==> config.mk <==
export PLATFORM = sky130hd
export DESIGN_NAME = seg_display_scan
export DESIGN_NICKNAME = d
export VERILOG_FILES = /design/src/rtl/seg_display_scan.sv
export SDC_FILE = /design/constraint.sdc
export NUM_CORES = 1
export LEC_CHECK = 0
export BUFFER_PORTS_ARGS = -buffer_cell sky130_fd_sc_hd__buf_2
export CELL_PAD_IN_SITES_DETAIL_PLACEMENT = 1
export CELL_PAD_IN_SITES_GLOBAL_PLACEMENT = 1
export CORE_UTILIZATION = 47
export CTS_BUF_LIST = sky130_fd_sc_hd__clkbuf_4 sky130_fd_sc_hd__clkbuf_8 sky130_fd_sc_hd__clkbuf_16
export CTS_CLUSTER_DIAMETER = 50
export DETAILED_ROUTE_END_ITERATION = 8
export PLACE_DENSITY_LB_ADDON = 0.1
export SLEW_MARGIN = 20
export SYNTH_ARGS = -nofsm -noshare
export SYNTH_HDL_FRONTEND = slang
export SYNTH_SLANG_ARGS = --single-unit
==> constraint.sdc <==
create_clock -name CLK100MHz -period 5.94 [get_ports CLK100MHz]
set_input_delay 0.594 -clock CLK100MHz [delete_from_list [all_inputs] [get_ports CLK100MHz]]
set_output_delay 0.594 -clock CLK100MHz [all_outputs]
set_load 0.01 [all_outputs]
==> src/rtl/seg_display_scan.sv <==
// Four-digit multiplexed seven-segment scanner driven by a synchronised DisplayCLK tick.
// Inserts an all-dark guard gap between digits and reloads its display shadows once per frame.
module seg_display_scan #(
    parameter int GUARD_CYCLES = 16,
    parameter bit LZS          = 1'b1
) (
    input  logic        CLK100MHz,
    input  logic        RST,
    input  logic        DisplayCLK,
    input  logic [15:0] VALUE,
    input  logic [3:0]  DP_IN,
    input  logic [3:0]  BLANK_IN,
    output logic [3:0]  AN,
    output logic [6:0]  SEG,
    output logic        DP,
    output logic        FRAME_DONE
);

    typedef enum logic [1:0] {S_OFF, S_GUARD, S_ON} state_t;

    localparam logic [15:0] GUARD_LAST = 16'(GUARD_CYCLES - 1);

    state_t      r_state;
    logic [1:0]  r_idx;
    logic [15:0] r_gcnt;
    logic        r_s1, r_s2, r_prev;
    logic [15:0] r_val_sh;
    logic [3:0]  r_dp_sh;
    logic [3:0]  r_blank_sh;

    logic        w_tick;
    logic [3:0]  w_nib;
    logic [3:0]  w_lzs_dark;
    logic        w_dark;

    function automatic logic [6:0] f_decode(input logic [3:0] nib);
        logic [6:0] seg;
        case (nib)
            4'h0: seg = 7'h40;
            4'h1: seg = 7'h79;
            4'h2: seg = 7'h24;
            4'h3: seg = 7'h30;
            4'h4: seg = 7'h19;
            4'h5: seg = 7'h12;
            4'h6: seg = 7'h02;
            4'h7: seg = 7'h78;
            4'h8: seg = 7'h00;
            4'h9: seg = 7'h10;
            4'hA: seg = 7'h08;
            4'hB: seg = 7'h03;
            4'hC: seg = 7'h46;
            4'hD: seg = 7'h21;
            4'hE: seg = 7'h06;
            default: seg = 7'h0E;
        endcase
        return seg;
    endfunction

    assign w_tick = r_s2 & ~r_prev;

    always_comb begin
        w_nib = 4'h0;
        case (r_idx)
            2'd0: w_nib = r_val_sh[3:0];
            2'd1: w_nib = r_val_sh[7:4];
            2'd2: w_nib = r_val_sh[11:8];
            default: w_nib = r_val_sh[15:12];
        endcase
        // A digit is a leading zero when it and every more-significant nibble is zero.
        w_lzs_dark[0] = 1'b0;
        w_lzs_dark[1] = LZS && (r_val_sh[15:4] == 12'h000);
        w_lzs_dark[2] = LZS && (r_val_sh[15:8] == 8'h00);
        w_lzs_dark[3] = LZS && (r_val_sh[15:12] == 4'h0);
        w_dark = r_blank_sh[r_idx] | w_lzs_dark[r_idx];
    end

    always_ff @(posedge CLK100MHz or posedge RST) begin
        if (RST) begin
            r_state    <= S_OFF;
            r_idx      <= 2'd0;
            r_gcnt     <= 16'd0;
            r_s1       <= 1'b0;
            r_s2       <= 1'b0;
            r_prev     <= 1'b0;
            r_val_sh   <= 16'h0000;
            r_dp_sh    <= 4'h0;
            r_blank_sh <= 4'h0;
            AN         <= 4'hF;
            SEG        <= 7'h7F;
            DP         <= 1'b1;
            FRAME_DONE <= 1'b0;
        end else begin
            r_s1       <= DisplayCLK;
            r_s2       <= r_s1;
            r_prev     <= r_s2;
            FRAME_DONE <= 1'b0;

            case (r_state)
                S_OFF: begin
                    if (w_tick) begin
                        r_state    <= S_GUARD;
                        r_idx      <= 2'd3;
                        r_gcnt     <= 16'd0;
                        r_val_sh   <= VALUE;
                        r_dp_sh    <= DP_IN;
                        r_blank_sh <= BLANK_IN;
                        FRAME_DONE <= 1'b1;
                    end
                end
                S_ON: begin
                    if (w_tick) begin
                        r_state <= S_GUARD;
                        r_gcnt  <= 16'd0;
                        if (r_idx == 2'd3) begin
                            r_val_sh   <= VALUE;
                            r_dp_sh    <= DP_IN;
                            r_blank_sh <= BLANK_IN;
                            FRAME_DONE <= 1'b1;
                        end
                    end
                end
                S_GUARD: begin
                    // Ticks landing here are intentionally ignored.
                    if (r_gcnt == GUARD_LAST) begin
                        r_state <= S_ON;
                        r_idx   <= r_idx + 2'd1;
                    end else begin
                        r_gcnt <= r_gcnt + 16'd1;
                    end
                end
                default: r_state <= S_OFF;
            endcase

            // Drives follow the current state, so they all move one cycle after it.
            if ((r_state == S_ON) && !w_dark) begin
                AN  <= ~(4'b0001 << r_idx);
                SEG <= f_decode(w_nib);
                DP  <= ~r_dp_sh[r_idx];
            end else begin
                AN  <= 4'hF;
                SEG <= 7'h7F;
                DP  <= 1'b1;
            end
        end
    end

endmodule

==> flow_summary.ini, run 1 <==
[finish]
finish.utilization_pct = 58.4
mostFrequentLayoutCell = nand2_1
areaGrowthSynthToFinish_pct = 18.1
final_cell_mix = nand2_1, dfrtp_1, buf_2
drive_gt1_share_pct = 23.5
antenna_cells = 0
nNetsFinal = 387

[global_route]
grt_antenna_before_repair = 0
grt_first_pass_wirelength_um = 11900
overflow = 0
grt_pass1_vias = 2448
grt_max_degree = 61
track_usage_pct = 24.2

[clock_network]
postCtsSetupRepairBufs = 0
clockBufferDepth = 2
post_cts_resized = 0
cts_buffers = 9
clkTransAtPathRegs_ps = 70
cts_root_buffer = clkbuf_8
cts_tree = done
clock-sinks = 60
cts_max_level = 3
cts_hold_buf = 0
clk_latency_ps = 350

[power]
ir_drop_uv = 250
p_leak_nw = 1.66
cellPowerDensity_nw_per_um2 = 486

[synthesis]
postSynthAreaPerCell_um2 = 9.68
syn_area_um2 = 2980
postSynthCellCount = 308
synth_cell_type_count = 46
synthArstFlopShare_pct = 100
synth_seq_cells = 60
yosysWarnings = 0
synthTopCellsByArea = dfrtp_1, dfstp_2, nand2_1
synth_nets = 347
synth-edff-count = 0
synthFlopType = dfrtp_1
ys_seq_area_share_pct = 50.9
synth_top_area_share_pct = 40.3
yosysTopAreaCell = dfrtp_1

[worst_hold_path]
min_from = r_s1
holdPathEnd = r_s2
hold_depth = 0
hold_path.class = register to register

[routing]
vias = 2393
drcViolationCount = 0
routed_wl_um = 7220
wl_per_cell_um = 16.9
drt_iter0_markers = 130
vias_per_cell = 5.59
first_pass_iters = 4
postRouteAntennaNets = 0

[flow_run]
drv_cap = 0

[die]
core_um2 = 6030
num_io_pins = 40
start_util_pct = 49.5
die-height_um = 81.7
std_cell_rows = 28
dieArea_um2 = 6670
fp.dieW_um = 81.7

[timing]
worstMarginPinSlew_ps = 858
period_minus_slack_ps = 2980
drv_slew = 0
setup-violations-final = 0
fin_setup_tns_ps = 0
skew_ps = 13.7
period_share_pct = 50.2
hold_violations = 0
max_slew_margin_pct = 41.2
max_freq_ghz = 0.336
rsz0062_at_grt = false

[setup_path]
worstPathArrival_ps = 3250
critPathCaptureType = register
cp.required_ps = 6210
slowest_stage = a222oi_1
crit_type = register to register
regToRegStartpoint = r_idx[0]
timing.rr.end = SEG[0]
cp.depth = 7
path_cells = inv_1, ha_1, a222oi_1, mux2i_1, nand2b_1, and3b_1, o21ai_0
cpPeakStageDelay_ps = 710
timing.critical_path.buf_inv = 1
cpLargestDelayFamily = compound AO/OA/AOI/OAI gates
rrSetupSlack_ps = 2960
crit_fanout = 11
cp-start-kind = register
reg2reg_depth = 7

[place]
gp_congestion = 0.805
io_buffer_count = 39
dp_hpwl_um = 4930

[status]
status = completed
==> how the worst max path moves through the flow <==
| stage | from | to | slack [ps] |
|---|---|---|---|
| 6_report | r_idx[0] | SEG[0] | 2960 |
| 5_1_grt | r_idx[0] | SEG[0] | 2680 |
| 4_1_cts | r_idx[0] | SEG[0] | 2930 |
| 3_5_place_dp | r_idx[0] | SEG[0] | 2960 |
| 3_3_place_gp | r_idx[0] | SEG[0] | 3250 |
| 2_1_floorplan | r_idx[0] | SEG[3] | 3450 |
==> power breakdown <==
group / total (mW) / internal [mW] / switching, mW
clock network: 0.500 / 0.326 / 0.173
registers: 0.630 / 0.518 / 0.112
logic: 0.581 / 0.237 / 0.344
total: 1.71 / 1.08 / 0.630
==> stage by stage <==
step	hold slack, ps	setup slack, ps	cells	power [mW]	area (µm²)
after floorplan	331	3450	308	1.05	2980
after global routing	359	2680	428	1.83	3520
after global placement	333	3250	412	1.17	3240
after detailed placement	357	2960	412	1.21	3240
after CTS	356	2930	428	1.71	3510
final	361	2960	428	1.71	3520
==> flip-flops by register name (all words and copies together) (netlist names) <==
register / count
AN: 4
DP: 1
FRAME_DONE: 1
SEG: 7
r_blank_sh: 4
r_dp_sh: 4
r_gcnt: 16
r_idx: 2
r_prev: 1
r_s1: 1
r_s2: 1
r_state: 2
r_val_sh: 16
==> cells in the mapped netlist, drive strengths merged, types with 2 or more instances <==
library cell  instances
a21oi                 9
nor2                 20
dfrtp                48
and3                  4
xnor2                 7
nand3                 8
mux4                  2
o31ai                 2
o211ai                7
or4                   4
nand2                81
clkbuf               11
o21ai                 9
nor3                  5
dfstp                12
a222oi                3
xor2                  4
mux2i                 5
o22ai                 2
nor3b                 2
ha                   12
inv                  15
nor4                  7
mux2                  4
nand4                 5
nand2b                3
==> logic make-up after synthesis <==
family	share of synthesized area [%]
simple gates	22.8
flops	50.9
mux	4.70
fa+ha+maj	5.04
compound gates	9.57
buf+inv	3.78
xor+xnor	3.23
==> routing by layer <==
layer	up-vias	track usage [%]	wire, µm	share of wire [%]
li1	1137	-	-	-
met1	1186	32.4	3350	46
met2	55	38.3	3460	48
met3	15	3.67	234	3.2
met4	0	11.8	170	2.4
met5	-	0	0	0
==> layout make-up <==
| type | count | area (µm²) |
|---|---|---|
| Multi-Input combinational cell | 220 | 1370 |
| Clock inverter | 6 | 136 |
| Fill cell | 704 | 2500 |
| Inverter | 16 | 60.1 |
| Sequential cell | 60 | 1520 |
| Clock buffer | 10 | 131 |
| Tap cell | 75 | 93.8 |
| Timing Repair Buffer | 41 | 210 |
No activity file was read; power rests on OpenSTA's default activity.
==> inputs of run 2 (changes only) <==
Settings changed: CORE_UTILIZATION 47 to 44.
Clock period 5.94 ns to 2.8 ns, I/O delays scaled along.
==> run 2 against run 1 <==
  * The run now ends with design-rule violations left
  * Sequential share of layout area grew 0.092 points
  * Count of clock-buffer cells in the layout is 1 higher
  * Critical path depth rose by 4
  * Utilization decreased by 4.0 points
  * Cell count grew 2.8%
  * Worst setup slack worse by 2700 ps
  * Via count rose by 0.46%
  * Design area fell by 0.21%
==> flow_summary.ini, run 2 (synthesis gave the netlist of run 1 again) <==
[clock_network]
clockBufferDepth = 2
post_cts_resized = 0
cts_max_level = 3
cts_root_buffer = clkbuf_8
clkTransAtPathRegs_ps = 70
cts_tree = done
clock-sinks = 60
clk_latency_ps = 340
cts_buffers = 9

[finish]
largestRegisters = r_gcnt (16), r_val_sh (16), SEG (7)
final_cell_mix = nand2_1, dfrtp_1, buf_2
areaGrowthSynthToFinish_pct = 17.8
nNetsFinal = 397
drive_gt1_share_pct = 25.1
nFillCells = 780
antenna_cells = 0
mostFrequentLayoutCell = nand2_1

[routing]
first_pass_iters = 6
drt_iter0_markers = 146
routed_wl_um = 6900
wl_per_cell_um = 15.7
drcViolationCount = 8
vias = 2404
vias_per_cell = 5.46
postRouteAntennaNets = 0

[setup_path]
timing.rr.end = SEG[3]
regToRegStartpoint = r_idx[1]
critPathCaptureType = register
cp-start-kind = register
rrSetupSlack_ps = 300
crit_fanout = 5
crit_type = register to register
reg2reg_depth = 11
cp.required_ps = 3050
critPathLaunch = r_idx[1]
worstPathArrival_ps = 2750

[timing]
period_share_pct = 89.2
setup-violations-final = 0
max_freq_ghz = 0.400
hold_violations = 0
worstMarginPinSlew_ps = 717
rsz0062_at_grt = false
whs_ps = 56.8
fin_setup_tns_ps = 0
period_minus_slack_ps = 2500
setup_ws_ps = 303
skew_ps = 13.5
max_slew_margin_pct = 51.9
drv_slew = 0

[place]
dp_hpwl_um = 4990
io_buffer_count = 39
post-place-ws_ps = 329
gp_congestion = 0.786

[flow_run]
drv_cap = 0

[status]
status = finished, violations left
violations = design-rule violations

[power]
finalPower_mw = 3.39
p_leak_nw = 1.67
cellPowerDensity_nw_per_um2 = 966
ir_drop_uv = 456

[die]
die-height_um = 84.3
std_cell_rows = 29
start_util_pct = 46.2
fp.dieW_um = 84.3
dieArea_um2 = 7110
core_um2 = 6460
num_io_pins = 40

[global_route]
grt_pass1_vias = 2530
track_usage_pct = 22.2
grt_antenna_before_repair = 0
grt_first_pass_wirelength_um = 12400
overflow = 0
grt_max_degree = 29

[worst_hold_path]
min_from = DisplayCLK
hold_path.class = primary input to register
hold_depth = 1
holdPathEnd = r_s1
## run 2: area by class of cell
class / count / area (µm²) / share of cell area [%]
clock buffers: 11 / 139 / 3.95
clock inverters: 5 / 55.1 / 1.57
inverters: 16 / 60.1 / 1.71
multi-input cells: 220 / 1360 / 38.7
flip-flops and latches: 60 / 1520 / 43.2
well taps: 77 / 96.3 / 2.74
repair buffers: 51 / 288 / 8.19
## run 2: power by group
group          total (mW)  leakage, nW  internal [mW]  switching (mW)
Combinational        1.31        0.848          0.558           0.749
Sequential           1.32        0.729           1.10           0.219
Clock               0.767       0.0962          0.428           0.339
## run 2: stage by stage
step	utilization (%)	area, µm²	instances
3_3_place_gp	51.2	3310	423
2_1_floorplan	-	2980	308
4_1_cts	54.4	3510	440
6_report	54.4	3510	440
5_1_grt	54.4	3510	440
3_5_place_dp	51.2	3310	423
## run 2: metal layers
metal	GRT usage [%]	vias up	wire (µm)
met5	0	-	0
met4	8.46	0	101
met3	3.74	9	255
met2	36.4	55	3340
met1	29.7	1187	3200
li1	-	1153	-
## run 2: how the worst max path moves through the flow
| stage | end | cells after the start |
|---|---|---|
| 2_1_floorplan | SEG[3] | 11 |
| 3_3_place_gp | SEG[3] | 10 |
| 3_5_place_dp | SEG[3] | 11 |
| 4_1_cts | SEG[3] | 11 |
| 5_1_grt | SEG[3] | 11 |
| 6_report | SEG[3] | 11 |
## run 2: what timing repair did
action                    4_1_cts  5_1_grt
hold buffers                    1        0
hold endpoints to repair       12        0
setup buffers                   0        0
## run 2: critical path, cell delays in order (launching register included)
cell and delay, ps:
dfrtp_1 410, inv_1 120, ha_1 260, a222oi_1 120
mux2i_1 380, inv_1 190, ha_1 330, o21ai_0 170
nand2_1 80, o211ai_1 110, a21oi_1 60, o21ai_0 170
